===== config.mk =====
export PLATFORM = sky130hd
export DESIGN_NAME = uart_link_monitor_flat
export DESIGN_NICKNAME = d
export VERILOG_FILES = /design/src/rtl/uart_link_monitor_if.sv /design/src/rtl/uart_link_monitor.sv /design/src/flat_wrapper.sv
export SDC_FILE = /design/constraint.sdc
export NUM_CORES = 1
export LEC_CHECK = 0
export CAP_MARGIN = 5
export CELL_PAD_IN_SITES_DETAIL_PLACEMENT = 1
export CELL_PAD_IN_SITES_GLOBAL_PLACEMENT = 2
export CORE_ASPECT_RATIO = 1.5
export CORE_MARGIN = 2
export CORE_UTILIZATION = 30
export DETAILED_ROUTE_END_ITERATION = 10
export PLACE_DENSITY_LB_ADDON = 0.1
export SYNTH_ARGS = -nofsm -noshare
export SYNTH_HDL_FRONTEND = slang
export SYNTH_SLANG_ARGS = --single-unit

===== constraint.sdc =====
create_clock -name clk -period 2.8 [get_ports clk]
set_input_delay 0.28 -clock clk [delete_from_list [all_inputs] [get_ports clk]]
set_output_delay 0.28 -clock clk [all_outputs]
set_load 0.01 [all_outputs]

===== src/rtl/uart_link_monitor_if.sv =====
// Line and status bundle between the SoC-side harness and the UART link monitor.
// Latency: none, wires only.
// Backpressure: none; frame_valid is a one-cycle strobe with no ready.
interface uart_link_monitor_if #(
    parameter int DATA_BITS = 8,
    parameter int CNT_W     = 16
);
    logic                 tx_in;
    logic                 rx_out;
    logic [1:0]           mode;
    logic                 inject;
    logic                 frame_valid;
    logic [DATA_BITS-1:0] frame_data;
    logic                 frame_err;
    logic                 break_det;
    logic [CNT_W-1:0]     frame_cnt;
    logic [CNT_W-1:0]     err_cnt;

    // Harness side: drives the SoC transmit line and the line controls.
    modport master (
        output tx_in, mode, inject,
        input  rx_out, frame_valid, frame_data, frame_err, break_det, frame_cnt, err_cnt
    );

    // Monitor side.
    modport slave (
        input  tx_in, mode, inject,
        output rx_out, frame_valid, frame_data, frame_err, break_det, frame_cnt, err_cnt
    );
endinterface


===== src/rtl/uart_link_monitor.sv =====
// UART line monitor: decodes SoC tx frames, counts good/bad frames, detects break, drives return line.
// Latency: rx_out 1 cycle after tx_in/mode; frame_valid 1 cycle after the stop-bit sample.
// Backpressure: none; the monitor is passive and every strobe is single-cycle.
module uart_link_monitor #(
    parameter int CLK_DIV    = 16,
    parameter int DATA_BITS  = 8,
    parameter int PARITY     = 0,
    parameter int BREAK_BITS = 12,
    parameter int CNT_W      = 16
) (
    input  logic              clk,
    input  logic              rst,
    uart_link_monitor_if.slave line
);

    localparam int CW  = $clog2(CLK_DIV);
    localparam int IW  = $clog2(DATA_BITS);
    localparam int THR = BREAK_BITS * CLK_DIV;
    localparam int LW  = $clog2(THR + 1);

    localparam logic [CW-1:0] HALF     = CW'(CLK_DIV / 2);
    localparam logic [CW-1:0] LAST     = CW'(CLK_DIV - 1);
    localparam logic [IW-1:0] LAST_IDX = IW'(DATA_BITS - 1);
    localparam logic [LW-1:0] THR_L    = LW'(THR);
    localparam logic [LW-1:0] THR_M1   = LW'(THR - 1);

    typedef enum logic [2:0] {
        S_IDLE, S_START, S_DATA, S_PARITY, S_STOP, S_WAIT_HIGH
    } state_t;

    state_t state, state_nxt;

    logic [CW-1:0]        bit_cnt;
    logic [IW-1:0]        bit_idx;
    logic [DATA_BITS-1:0] shift;
    logic                 par_bit;
    logic                 armed;
    logic                 rx_q;
    logic                 valid_q;
    logic [DATA_BITS-1:0] data_q;
    logic                 err_q;
    logic [CNT_W-1:0]     frame_cnt_q;
    logic [CNT_W-1:0]     err_cnt_q;
    logic [LW-1:0]        low_cnt;
    logic [CW-1:0]        high_cnt;
    logic                 break_q;

    logic sample, bit_end, last_idx, flip, stop_sample, par_err, frame_bad, clear_armed;

    // State register.
    always_ff @(posedge clk or posedge rst) begin
        if (rst) state <= S_IDLE;
        else     state <= state_nxt;
    end

    // Next-state: walk start, data, optional parity and stop bits; stop low parks in WAIT_HIGH.
    always_comb begin
        state_nxt = state;
        case (state)
            S_IDLE:      if (!line.tx_in) state_nxt = S_START;
            S_START:     if (sample && line.tx_in) state_nxt = S_IDLE;
                         else if (bit_end)         state_nxt = S_DATA;
            S_DATA:      if (bit_end && last_idx)
                             state_nxt = (PARITY != 0) ? S_PARITY : S_STOP;
            S_PARITY:    if (bit_end) state_nxt = S_STOP;
            S_STOP:      if (sample) state_nxt = line.tx_in ? S_IDLE : S_WAIT_HIGH;
            S_WAIT_HIGH: if (line.tx_in) state_nxt = S_IDLE;
            default:     state_nxt = S_IDLE;
        endcase
    end

    // Per-state decode: sample/bit-end strobes, injection window and frame error.
    always_comb begin
        sample      = (bit_cnt == HALF);
        bit_end     = (bit_cnt == LAST);
        last_idx    = (bit_idx == LAST_IDX);
        flip        = armed && (state == S_DATA) && (bit_idx == '0);
        clear_armed = flip && bit_end && (line.mode == 2'd3);
        stop_sample = (state == S_STOP) && sample;
        par_err     = (PARITY != 0) && (((^shift) ^ par_bit) != (PARITY == 2));
        frame_bad   = !line.tx_in || par_err;
    end

    // Bit timing and data capture; the counter is 0 on the start-detect cycle.
    always_ff @(posedge clk or posedge rst) begin
        if (rst) begin
            bit_cnt <= '0;
            bit_idx <= '0;
            shift   <= '0;
            par_bit <= 1'b0;
        end else begin
            if (state == S_IDLE) bit_cnt <= line.tx_in ? '0 : CW'(1);
            else                 bit_cnt <= bit_end ? '0 : bit_cnt + CW'(1);

            if (state != S_DATA) bit_idx <= '0;
            else if (bit_end)    bit_idx <= bit_idx + IW'(1);

            // LSB arrives first, so shift in from the top.
            if (state == S_DATA && sample) shift <= {line.tx_in, shift[DATA_BITS-1:1]};
            if (state == S_PARITY && sample) par_bit <= line.tx_in;
        end
    end

    // Frame result registers and saturating counters, updated at the stop sample.
    always_ff @(posedge clk or posedge rst) begin
        if (rst) begin
            valid_q     <= 1'b0;
            data_q      <= '0;
            err_q       <= 1'b0;
            frame_cnt_q <= '0;
            err_cnt_q   <= '0;
        end else begin
            valid_q <= stop_sample;
            if (stop_sample) begin
                data_q <= shift;
                err_q  <= frame_bad;
                if (frame_cnt_q != '1) frame_cnt_q <= frame_cnt_q + CNT_W'(1);
                if (frame_bad && err_cnt_q != '1) err_cnt_q <= err_cnt_q + CNT_W'(1);
            end
        end
    end

    // Injection arm flag: a new inject pulse beats the end-of-bit-0 clear.
    always_ff @(posedge clk or posedge rst) begin
        if (rst)              armed <= 1'b0;
        else if (line.inject) armed <= 1'b1;
        else if (clear_armed) armed <= 1'b0;
    end

    // Return line, registered from tx_in and mode.
    always_ff @(posedge clk or posedge rst) begin
        if (rst) rx_q <= 1'b1;
        else begin
            case (line.mode)
                2'd0:    rx_q <= line.tx_in;
                2'd1:    rx_q <= 1'b1;
                2'd2:    rx_q <= 1'b0;
                default: rx_q <= line.tx_in ^ flip;
            endcase
        end
    end

    // Break detector: long low run sets, one bit period of high clears.
    always_ff @(posedge clk or posedge rst) begin
        if (rst) begin
            low_cnt  <= '0;
            high_cnt <= '0;
            break_q  <= 1'b0;
        end else if (!line.tx_in) begin
            high_cnt <= '0;
            if (low_cnt != THR_L) low_cnt <= low_cnt + LW'(1);
            if (low_cnt >= THR_M1) break_q <= 1'b1;
        end else begin
            low_cnt <= '0;
            if (high_cnt != LAST) high_cnt <= high_cnt + CW'(1);
            if (high_cnt == LAST) break_q <= 1'b0;
        end
    end

    assign line.rx_out      = rx_q;
    assign line.frame_valid = valid_q;
    assign line.frame_data  = data_q;
    assign line.frame_err   = err_q;
    assign line.break_det   = break_q;
    assign line.frame_cnt   = frame_cnt_q;
    assign line.err_cnt     = err_cnt_q;

endmodule


===== src/flat_wrapper.sv =====
// flat-port wrapper written by rule: the top's interface ports become plain ports
module uart_link_monitor_flat 
#(
    parameter int CLK_DIV    = 16,
    parameter int DATA_BITS  = 8,
    parameter int PARITY     = 0,
    parameter int BREAK_BITS = 12,
    parameter int CNT_W      = 16
)
  (clk, rst, line_tx_in, line_mode, line_inject, line_rx_out, line_frame_valid, line_frame_data, line_frame_err, line_break_det, line_frame_cnt, line_err_cnt);
  uart_link_monitor_if #(.DATA_BITS(DATA_BITS), .CNT_W(CNT_W)) line_i ();
  input  logic clk;
  input  logic rst;
  input wire logic [$bits(line_i.tx_in)-1:0] line_tx_in;
  input wire logic [$bits(line_i.mode)-1:0] line_mode;
  input wire logic [$bits(line_i.inject)-1:0] line_inject;
  output wire logic [$bits(line_i.rx_out)-1:0] line_rx_out;
  output wire logic [$bits(line_i.frame_valid)-1:0] line_frame_valid;
  output wire logic [$bits(line_i.frame_data)-1:0] line_frame_data;
  output wire logic [$bits(line_i.frame_err)-1:0] line_frame_err;
  output wire logic [$bits(line_i.break_det)-1:0] line_break_det;
  output wire logic [$bits(line_i.frame_cnt)-1:0] line_frame_cnt;
  output wire logic [$bits(line_i.err_cnt)-1:0] line_err_cnt;
  assign line_i.tx_in = line_tx_in;
  assign line_i.mode = line_mode;
  assign line_i.inject = line_inject;
  assign line_rx_out = line_i.rx_out;
  assign line_frame_valid = line_i.frame_valid;
  assign line_frame_data = line_i.frame_data;
  assign line_frame_err = line_i.frame_err;
  assign line_break_det = line_i.break_det;
  assign line_frame_cnt = line_i.frame_cnt;
  assign line_err_cnt = line_i.err_cnt;
  uart_link_monitor #(.CLK_DIV(CLK_DIV), .DATA_BITS(DATA_BITS), .PARITY(PARITY), .BREAK_BITS(BREAK_BITS), .CNT_W(CNT_W)) u_core (.clk(clk), .rst(rst), .line(line_i));
endmodule

---- Word-level counts from Yosys, hierarchy flattened ----
Cells that the tools add are included.
Widths: inputs -> output; s select.
word-level totals
  bits in read-only memories .............. 0
  flip-flop bits (word level) ............. 75
  word-level logic and storage cells ...... 92
  memory bits (writable) .................. 0
  input port bits ......................... 6
  output and inout port bits .............. 44
  bits in latches ......................... 0
  memories kept ........................... 0
cells by class
  divide/modulo/power cells ............... 0
  bitwise gates (word level) .............. 1
  order comparisons ....................... 1
  multiply operators ...................... 0
  eq/ne operators ......................... 25
  reduce and logical (&&, ||, !) cells .... 21
  mux-type cells .......................... 24
  shifts and indexed selects .............. 0
  $add $sub $neg .......................... 6
operator list
  kind                   count
  $add 16x1->16 const B  2
  $ne 16x16->1 const B   2
  $mux 3                 10
  $pmux 3 s6             1
  $mux 4                 4
  $mux 8                 2
  $eq 4x4->1 const B     3
  $ne 2x1->1 const B     5
  $eq 3x3->1 const B     3
  $logic_and 1x1->1      9
  $add 4x1->4 const B    2
  $add 8x1->8 const B    1
  $ge 8x8->1 const B     1
  $ne 8x8->1 const B     1
  $reduce_bool 2->1      4
  $eq 3x2->1 const B     2
  $logic_not 3->1        2
  $mux 1                 6
  $reduce_and 2->1       3
  $reduce_and 6->1       1
  $eq 2x2->1 const B     2
  $ne 2x2->1 const B     2
  $ne 4x4->1 const B     1
  $add 3x1->3 const B    1
  other kinds (8)        8

---- Depth between registers and ports, before layout ----
  depth in word-level cells ............... 7
  depth in mapped cells ................... 7
  mapped depth without buffers ............ 7

---- Least setup slack after synthesis ----
No wires, ideal clock.
  path kind ............................... reg-to-reg
  start ................................... register u_core.state[1]
  end ..................................... register u_core.err_cnt_q[14], in the netlist u_core.line.err_cnt[14]
  path slack .............................. 0.663 ns
  clock period less this slack ............ 2.137 ns
  arrival ................................. 2.009 ns
  path buffers ............................ 1
  library setup time ...................... 0.128 ns
  required time ........................... 2.672 ns
  stages on the path, launching flop included .. 6
  cell sequence ........................... dfrtp_1 > buf_6 > or4b_4 > or4_4 > nor3_2 > mux2_1
between the ends
  longest elaborated chain between the ends .. 3
RTL lines
  item                               RTL line                  text
  start: declaration                 uart_link_monitor.sv:31   state_t state, state_nxt;
  start signal: assignment           uart_link_monitor.sv:53   else state <= state_nxt;
  $eq 3x3->1                         uart_link_monitor.sv:79   stop_sample = (state == S_STOP) && sample;
  $logic_and 1x1->1                  uart_link_monitor.sv:79
  $reduce_and 2->1 (no source line)  n/a
  end signal: assignment             uart_link_monitor.sv:118  if (frame_bad && err_cnt_q != '1) err_cnt_q <= err_cnt_q + CNT_W'(1);
  end: declaration                   uart_link_monitor.sv:43   logic [CNT_W-1:0] err_cnt_q;
Every way passes these cells.
A chain may end at the register's enable or synchronous reset.

---- Worst setup path in the final report ----
Same ends and word-level chain as after synthesis.

==> impl_metrics.yaml <==
synthesis:
  syn_nets: 350
  synth.distinct_cells: 52
  netlist_instances: 334
  synth_area_um2: 3560
  synth_seq_area_share_pct: 52.7
  ys.flop_type: "dfrtp_1"
  synthArstFlopShare_pct: 100
  ys_warn_count: 0
  ys_ff_latch: 75
  synth_edf_count: 0
  syn_area_per_cell_um2: 10.7
global_route:
  busiest_layer: "met2"
  grt_util_met2_pct: 27.5
  grtUsageMet3_pct: 3.39
  grtUsageMet1_pct: 17.0
  antenna_found_initial: 0
  grt_max_degree: 36
  grt_usage_pct: 15.0
  grt_pass1_vias: 2975
  grt_pass1_wl_um: 15000
  overflow: 0
floorplanning:
  core_um2: 11500
  die_y_um: 137
  initial_core_util_pct: 30.9
  io_pins: 50
  die_w_um: 93.0
  die_area_um2: 12800
  placementRows: 48
sta:
  setup_slack_ns: 0.580
  hold_viol: 0
  finalMaxSlewViolations: 0
  finalSetupViolCount: 0
  max-slew-margin-rel_pct: 60.4
  min_period_over_period_pct: 79.3
  tightestPinTransition_ns: 0.589
  fin_skew_ns: 0.00836
  fin_tns_setup_ns: 0
  period_minus_slack_ns: 2.22
  max_freq_mhz: 450
  rsz0062_at_grt: "no"
placed_design:
  place.gp.congestion: 0.733
  pre_cts_slack_ns: 0.364
  port_buffers: 49
  place_inst: 535
  dpl_cell_area_um2: 4290
  dpl.hpwl_um: 6450
layout:
  final_cell_area_um2: 4600
  fin_cells: 551
  area_growth_syn_to_layout_pct: 29.2
  mostFrequentLayoutCells: "dfrtp_1 (74), clkdlybuf4s50_1 (49), nand2_1 (41)"
  drive_gt1_share_pct: 12.0
  fin_util_pct: 39.9
  finalNetCount: 412
  final_common_cell: "dfrtp_1"
  n_antenna_cell: 0
critical_path:
  slowest_delay_ns: 0.61
  path_max_fanout: 10
  crit_arrival_ns: 2.44
  r2r_start: "u_core.state[1]"
  crit_buf_inv: 0
  path_cells: "or4b_4 -> or4_4 -> nor3_2 -> mux2_1"
  cp-start-kind: "flip-flop"
  crit_cells: 4
  rrSetupSlack_ns: 0.58
  cp-end-kind: "flip-flop"
  reg2regPathDepth: 4
  worstPathRequired_ns: 3.02
  rr_endpoint: "u_core.line.err_cnt[14]"
  critPathLaunch: "u_core.state[1]"
  worstSetupPathType: "flip-flop to flip-flop"
  crit_path_end: "u_core.line.err_cnt[14]"
  cpMaxStageDelayCell: "or4b_4"
  crit_family: "simple AND/OR/NAND/NOR gates"
routing:
  wl_per_cell_um: 15.7
  via_count: 2727
  dr.pass1.iters: 4
  post-route-drc-count: 0
  drtIter0Drc: 54
  vias_per_cell: 4.95
  ant_nets: 0
  totalWireLength_um: 8630
power_and_ir_drop:
  leakage_nw: 2.08
  swShare_pct: 25.0
  p_int_mw: 2.04
  power.share.sequential_pct: 44.8
  p_per_area_nw_per_um2: 591
  pwr-share-clk_pct: 45.4
  power_frac_comb_pct: 9.7
  ir_drop_v: 0.000253
  switchingPower_mw: 0.681
hold_path:
  holdCritPathClass: "input pin to async pin"
outcome:
  status: "complete, no violations"
cts:
  htree_levels: 3
  cts_buffers: 9
  ctsResizeCount: 0
  clockBufferDepth: 2
  cts-hold-fix-buffers: 0
  cts_tree: "done"
  clkTransAtPathRegs_ns: 0.06
  cts_setup_buffers: 0
  cts_root_buf: "clkbuf_16"
  cts_sinks: 75
  clkLatencyLatePin_ns: 0.33
flow_run:
  maxCapViolCount: 0
[layer usage]
layer  wire (um)  vias up  part of all wire (%)
li1            -     1302                     -
met1        3470     1381                    40
met2        4800       35                    56
met3         243        9                   2.8
met4         112        0                   1.3
met5           0        -                     0
[power groups by stage]
stage               clock network [mW]  logic (mW)  registers (mW)
floorplan                            0       0.232            1.20
global placement                     0       0.267            1.23
detailed placement                   0       0.274            1.24
CTS                               1.28       0.275            1.22
global route                      1.32       0.305            1.23
finish                            1.24       0.264            1.22
[sequential cells by signal, summed over array words and instances (netlist names)]
| register | count |
|---|---|
| u_core.armed | 1 |
| u_core.bit_cnt | 4 |
| u_core.bit_idx | 3 |
| u_core.high_cnt | 4 |
| u_core.line.break_det | 1 |
| u_core.line.err_cnt | 16 |
| u_core.line.frame_cnt | 16 |
| u_core.line.frame_data | 8 |
| u_core.line.frame_err | 1 |
| u_core.line.frame_valid | 1 |
| u_core.line.rx_out | 1 |
| u_core.low_cnt | 8 |
| u_core.shift | 8 |
| u_core.state | 3 |
[synth_stat cells (3+ instances only)]
cell,count,area (um^2)
inv_1,15,56.3
and3_1,11,68.8
nor2_1,18,67.6
nor3_1,8,40.0
xor2_1,17,149
mux2_1,3,33.8
nand4_1,8,50.1
a21oi_1,15,75.1
nand2b_1,3,18.8
nand3_1,15,75.1
and2_1,4,25.0
o21ai_0,10,50.1
clkbuf_1,4,15.0
dfrtp_1,74,1850
o2111ai_1,3,26.3
a211oi_1,3,22.5
nand2_1,41,154
mux2_2,10,113
nor4_1,4,25.0
xnor2_1,15,131
ha_1,10,125
nor4_2,3,37.5
[area by class of cell]
class | instances | area [um^2]
fill | 1301 | 6930
sequential | 75 | 1880
multi-input combinational | 236 | 1590
timing repair buffer | 58 | 571
clock buffer | 9 | 225
tap | 150 | 188
clock inverter | 7 | 92.6
inverter | 16 | 60.1
[kinds of logic after synthesis]
kind of cell	after synthesis	share of synthesized area (%)
adder cells (fa/ha/maj)	10	3.51
buffers and inverters	23	2.67
XOR/XNOR	32	7.87
multiplexers	15	4.67
AND/OR/NAND/NOR	135	20.8
flip-flops	75	52.7
AO/OA/AOI/OAI	44	7.76
[how the worst min path moves through the flow]
| stage | from | to | slack (ns) | depth (start not counted) |
|---|---|---|---|---|
| 3_3_place_gp | u_core.shift[0] | u_core.line.frame_data[0] | 0.46 | 2 |
| 6_report | rst | u_core.shift[1] | 0.28 | 2 |
| 3_5_place_dp | u_core.shift[0] | u_core.line.frame_data[0] | 0.46 | 2 |
| 5_1_grt | rst | u_core.shift[1] | 0.32 | 2 |
| 4_1_cts | rst | u_core.line.frame_data[1] | 0.29 | 2 |
| 2_1_floorplan | line_inject | u_core.armed | 0.37 | 1 |
[per-stage QoR]
| stage | hold slack [ns] | power (mW) |
|---|---|---|
| floorplan | 0.372 | 1.43 |
| global placement | 0.457 | 1.50 |
| detailed placement | 0.455 | 1.51 |
| CTS | 0.292 | 2.77 |
| global route | 0.324 | 2.86 |
| finish | 0.281 | 2.72 |
No activity file was read; power rests on OpenSTA's default activity.
